[src/rtl/axilite_csr_write_addr.sv]
// axilite_csr_write_addr
// AXI-Lite write-address front end for a CSR block. Accepts one AW beat,
// holds the latched address (with an aligned/in-range flag) for the
// downstream write-data stage, then issues the B response once that stage
// pulses deassert_addr. Counts SLVERR responses (saturating).
//
// Ports:
//   clk, rst          clock; asynchronous active-low reset
//   awaddr/awvalid/awready   AXI-Lite AW channel
//   addr, addr_good, addr_valid   latched address to write-data stage
//   deassert_addr     pulse from write-data stage: data beat consumed
//   bvalid/bresp/bready      AXI-Lite B channel
//   err_count         saturating count of SLVERR B handshakes
module axilite_csr_write_addr #(
  parameter logic [31:0] CSR_BASE  = 32'h0000_0000,
  parameter int unsigned CSR_COUNT = 16
) (
  input  logic        clk,
  input  logic        rst,
  input  logic [31:0] awaddr,
  input  logic        awvalid,
  output logic        awready,
  output logic [31:0] addr,
  output logic        addr_good,
  output logic        addr_valid,
  input  logic        deassert_addr,
  output logic        bvalid,
  output logic [1:0]  bresp,
  input  logic        bready,
  output logic [7:0]  err_count
);

  typedef enum logic [1:0] {IDLE, HOLD, RESP} state_e;

  localparam logic [1:0] RESP_OKAY   = 2'b00;
  localparam logic [1:0] RESP_SLVERR = 2'b10;

  // 33-bit window bounds so BASE + 4*COUNT at the top of the map never wraps
  localparam logic [32:0] WIN_LO = {1'b0, CSR_BASE};
  localparam logic [32:0] WIN_HI = {1'b0, CSR_BASE} + 33'(CSR_COUNT) * 33'd4;

  state_e      state_q, state_d;
  logic [31:0] addr_q, addr_d;
  logic        addr_good_q, addr_good_d;
  logic [1:0]  bresp_q, bresp_d;
  logic [7:0]  err_count_q, err_count_d;
  logic [32:0] awaddr_ext;
  logic        hit;

  assign awaddr_ext = {1'b0, awaddr};
  assign hit = (awaddr[1:0] == 2'b00) && (awaddr_ext >= WIN_LO) && (awaddr_ext < WIN_HI);

  always_comb begin
    state_d     = state_q;
    addr_d      = addr_q;
    addr_good_d = addr_good_q;
    bresp_d     = bresp_q;
    err_count_d = err_count_q;
    unique case (state_q)
      IDLE: if (awvalid) begin
        addr_d      = awaddr;
        addr_good_d = hit;
        state_d     = HOLD;
      end
      // Bad addresses still wait for the data beat so W and B stay paired.
      HOLD: if (deassert_addr) begin
        bresp_d = addr_good_q ? RESP_OKAY : RESP_SLVERR;
        state_d = RESP;
      end
      RESP: if (bready) begin
        state_d = IDLE;
        if (bresp_q == RESP_SLVERR && err_count_q != 8'hFF)
          err_count_d = err_count_q + 8'd1;
      end
      default: state_d = IDLE;
    endcase
  end

  always_ff @(posedge clk or negedge rst) begin
    if (!rst) begin
      state_q     <= IDLE;
      addr_q      <= '0;
      addr_good_q <= 1'b0;
      bresp_q     <= RESP_OKAY;
      err_count_q <= '0;
    end else begin
      state_q     <= state_d;
      addr_q      <= addr_d;
      addr_good_q <= addr_good_d;
      bresp_q     <= bresp_d;
      err_count_q <= err_count_d;
    end
  end

  // Handshake outputs are pure state decodes; nothing combinational from inputs.
  assign awready    = (state_q == IDLE);
  assign addr_valid = (state_q == HOLD);
  assign bvalid     = (state_q == RESP);
  assign addr       = addr_q;
  assign addr_good  = addr_good_q;
  assign bresp      = bresp_q;
  assign err_count  = err_count_q;

endmodule
[config.mk]
export PLATFORM = sky130hd
export DESIGN_NAME = axilite_csr_write_addr
export DESIGN_NICKNAME = d
export VERILOG_FILES = /design/src/rtl/axilite_csr_write_addr.sv
export SDC_FILE = /design/constraint.sdc
export NUM_CORES = 1
export LEC_CHECK = 0
export ABC_AREA = 1
export BUFFER_PORTS_ARGS = -buffer_cell sky130_fd_sc_hd__buf_4
export CORE_AREA = 5 5 82 69
export CTS_BUF_LIST = sky130_fd_sc_hd__clkbuf_16
export CTS_CLUSTER_DIAMETER = 200
export DETAILED_ROUTE_END_ITERATION = 16
export DIE_AREA = 0 0 87 74
export PLACE_DENSITY_LB_ADDON = 0.3
export SKIP_LAST_GASP = 1
export SYNTH_ARGS = -nofsm -noshare
export SYNTH_HDL_FRONTEND = slang
export SYNTH_SLANG_ARGS = --single-unit
[constraint.sdc]
create_clock -name clk -period 1.2 [get_ports clk]
set_input_delay 0 -clock clk [delete_from_list [all_inputs] [get_ports clk]]
set_output_delay 0 -clock clk [all_outputs]
set_load 0.005 [all_outputs]
After elaboration in Yosys (flattened, before gate mapping)
Cells that the tools add are included.
W data, S select, Z words.

operators by class
  add/subtract/negate cells = 1
  $lt $le $gt $ge = 2
  equal/unequal tests = 7
  multiplexer cells = 5
  reduce and logical (&&, ||, !) cells = 9

operators by type and width
  cell                   count
  $ge A32 B1 Y1 const B  1
  $lt A32 B7 Y1 const B  1
  $add A8 B1 Y8 const B  1
  $mux W2                4
  $ne A8 B8 Y1 const B   1
  $pmux W2 S3            1
  $reduce_and A3 Y1      2
  $eq A2 B2 Y1 const B   2
  $logic_not A2 Y1       2
  $ne A2 B1 Y1 const B   2
  $reduce_and A2 Y1      2
  $logic_and A1 B1 Y1    3
  $eq A2 B1 Y1 const B   1
  $ne A2 B2 Y1 const B   1

storage, ports and cells
  bits in registers = 45

Longest topological paths before layout
  depth in word-level cells = 3
  gate-level depth with buffers = 8
  depth with buffers taken out = 8

Worst setup path before layout
OpenSTA, ideal clock, no wires.

  kind = reg2reg
  start point = reg err_count_q[0], in the netlist err_count[0]
  end point = reg err_count_q[0], in the netlist err_count[0]
  library setup time = 0.125 ns
  data arrival time = 1.127 ns
  required time = 1.075 ns
  slack = -0.052 ns
  cell stages (with the launch flop) = 7
  path buffers = 0
  period minus slack after synthesis = 1.252 ns
  cells stage by stage = dfrtp_1 ha_1 nand2_1 inv_1 nand3_4 nand2_8 xnor2_2

on the way
  cells in the longest elaborated chain, start to end = 3

ends and longest elaborated chain
  item                                                   RTL line  source
  start: declaration                                     46        logic [7:0] err_count_q, err_count_d;
  start signal: assignment                               91        err_count_q <= err_count_d;
  branches (longest 3 deep; another with $add A8 B1 Y8)  n/a

Parallel ways; which one is timed is not known.
A chain may end at the register's enable or synchronous reset.

Worst setup path after layout
  start point = reg err_count_q[0], in the netlist err_count[0]
  end point = reg err_count_q[1], in the netlist err_count[1]

Same word-level chain as after synthesis.

==> metrics.csv <==
stage,metric,value,unit
run_status,status,"complete, but fails checks",
run_status,violations,hold timing,
route,via_count,1903,
yosys,syn-instance-count,236,
route,route.detailed.drc,0,
worst_setup_path,path_cells,ha_4 > nand2_4 > inv_4 > nand3_4 > nand2_8 > inv_6 > nand2_2 > nand2_1,
die,start_util,41.29,%
yosys,ys_seq_area_share,55.49,%
final_layout,diodes,0,
final_layout,instances_no_fill,423,
yosys,synth.top_cell.area_share,55.49,%
worst_setup_path,path_delay_family,flip-flops,
die,ioPinCount,83,
global_routing,grt_max_degree,45,
sta,slew_violations,0,
clock_tree,root_buffer,clkbuf_16,
die,rows,23,
die,fp.coreArea,4806,um^2
worst_setup_path,cp_num_buf_inv,2,
worst_setup_path,critPathMaxFanout,8,
sta,rsz0062_at_grt,yes,
route,first_iter_violations,68,
die,die_y,74,um
route,ant_nets,0,
clock_tree,numCtsBuffers,5,
worst_setup_path,startpoint,err_count[0]$_DFFE_PN0P_,
worst_setup_path,cp-start-kind,flop,
sta,worst_slew_pin_slew,547.5,ps
job,cap_violations,0,
clock_tree,cts_sinks,44,
sta,skew,3.390,ps
placed_design,gp_congestion,0.7892,
global_routing,gr-total-overflow,0,
sta,finalCritPeriodShare,96.88,%
global_routing,gr-usage-all-layers,18.30,%
route,dr.pass1.iters,4,
sta,slew_headroom,63.50,%
placed_design,port_buffers,81,
die,fp.dieW,87,um
yosys,synthTopCellsByArea,"dfrtp_1 (55%), nand2_1 (23%), nor2_1 (4.0%)",
clock_tree,clk_pin_slew,60,ps
sta,setup_viol,0,
route,wl_per_cell,13.05,um
yosys,ys_warn_count,0,
clock_tree,cts_tree,done,
sta,finalHoldViolCount,1,
final_layout,fin_nets,399,
yosys,ys_ff_latch,44,
global_routing,first_global_vias,1929,
pwr,power_density,2002,nW/um^2
yosys,synthFlopType,dfrtp_1,
final_layout,syn2layout_area_growth,64.94,%
yosys,synthesis.area,1984,um^2
worst_setup_path,worst_ep_required_time,1370,ps
global_routing,grt_pass1_wl,8956,um
placed_design,dp.cells,380,
yosys,synth_nets,274,
sta,fmax,0.8602,GHz
yosys,synthDistinctLibCells,27,
clock_tree,clockBufferDepth,2,
die,die-area,6438,um^2
final_layout,drive_gt1_share,33.80,%
sta,hold_ws,-12.26,ps
yosys,ys_async_sr_fraction,100.0,%
sta,layout_min_cycle_time,1163,ps
placed_design,pre_cts_ws,13.95,ps
route,wirelength,5520,um
worst_setup_path,endpoint_kind,flop,
worst_setup_path,cp.arrival,1340,ps
yosys,synth_edf_count,0,
pwr,p_leak,1.740,nW
worst_setup_path,critical_path_class,reg2reg,
placed_design,hpwlAfterDp,3743,um
yosys,yosysTopAreaCell,dfrtp_1,
worst_setup_path,worstReg2RegStart,err_count[0]$_DFFE_PN0P_,
pwr,ir_worst_vdd,1.039,mV
yosys,synth.avg_cell_area,8.408,um^2
global_routing,antenna_found_initial,0,
clock_tree,cts-htree-levels,2,
worst_setup_path,crit_slowest_cell,dfrtp_1,
sta,fin_ws,37.42,ps
route,drt-vias-per-instance,4.499,
worst_hold_path,hp-class,in2reg,
worst_setup_path,max_stage_delay,390,ps
worst_hold_path,worstHoldStart,awaddr[7],
clock_tree,clk_latency,280,ps
[flip-flops by register name, summed over array words and instances, names as in the netlist]
signal and flops:
addr 32, err_count 8, state_q 2, addr_good 1, bresp 1
[kinds of logic after synthesis]
group / synth area share [%]
compound gates: 2.018
xor+xnor: 2.144
fa+ha+maj: 0.6304
buf+inv: 4.666
flops: 55.49
other cells: 0.1890
simple gates: 34.87
[area by class of cell]
cell class | instances | area, um^2
Fill cell | 392 | 1533
Clock inverter | 2 | 7.507
Tap cell | 62 | 77.57
Timing Repair Buffer | 125 | 1059
Clock buffer | 5 | 125.1
Inverter | 12 | 55.05
Multi-Input combinational cell | 173 | 845.8
Sequential cell | 44 | 1104
[routing by layer]
layer	wire (um)	GRT usage, %	part of all wire, %	vias up
met5	0	0	0	-
met4	68	5.363	1.2	0
met3	415	6.202	7.5	9
met2	2674	30.83	48	60
met1	2362	22.51	43	866
li1	-	-	-	968
[worst paths after layout]
kind	end	slack [ps]	cells after the start
min in group asynchronous	err_count[7]$_DFFE_PN0P_	240	2
worst min-delay path	addr[7]$_DFFE_PN0P_	-10	3
worst max register to register	err_count[1]$_DFFE_PN0P_	40	8
worst max-delay path	err_count[1]$_DFFE_PN0P_	40	8
worst min register to register	addr[4]$_DFFE_PN0P_	480	2
max in group asynchronous	state_q[1]$_DFFE_PN0P_	550	2
[what timing repair did]
action                                 CTS  global route
hold buffers                            33             0
setup buffers                            0             3
resized for setup                        0            18
endpoints found under the hold margin   75             0
setup endpoints to repair                0            25
[stage by stage]
stage	hold WS, ps	TNS [ps]	utilization [%]	power (mW)	cell area (um^2)
floorplan	-295.6	-105.0	-	3.558	1989
CTS	0.3404	0	66.39	6.502	3191
detailed placement	37.37	0	56.76	5.109	2728
global route	17.52	-107.6	68.11	7.042	3273
finish	-12.26	0	68.11	6.554	3273
global placement	29.43	0	56.76	5.028	2728
[report_power, final]
| part | switching [mW] | leakage, nW | internal, mW |
|---|---|---|---|
| clock | 0.513 | 0.0648 | 0.744 |
| combinational | 1.25 | 1.13 | 1.51 |
| sequential | 0.433 | 0.550 | 2.10 |
[cells in the mapped netlist (2+ instances only)]
library cell / n
buf_2: 3
o21ai_0: 4
nand4_1: 2
nand2_2: 2
nor3_1: 2
dfrtp_1: 44
inv_1: 10
nor2_4: 2
xor2_1: 2
nand3_1: 5
nor2_1: 21
buf_4: 4
nand2_1: 121
[layout by cell type (no fill, tap or decap), drive strengths merged]
| cell type | count |
|---|---|
| nand2 | 125 |
| buf | 92 |
| dfrtp | 44 |
| dlygate4sd3 | 33 |
| nor2 | 24 |
| inv | 12 |
| nand3 | 6 |
| clkbuf | 5 |
| o21ai | 5 |
| nand4 | 2 |
| xor2 | 2 |
| clkinv | 2 |
| nor3 | 2 |
| xnor2 | 2 |
| o31ai | 1 |
| o21bai | 1 |
| nand3b | 1 |
| ha | 1 |
| conb | 1 |
[tightest hold or removal path: cells and delay by family]
kind,cells,cell delay (ps)
and+or+nand+nor,2,150
buffers and inverters,1,80
(Power assumes the default switching activity.)
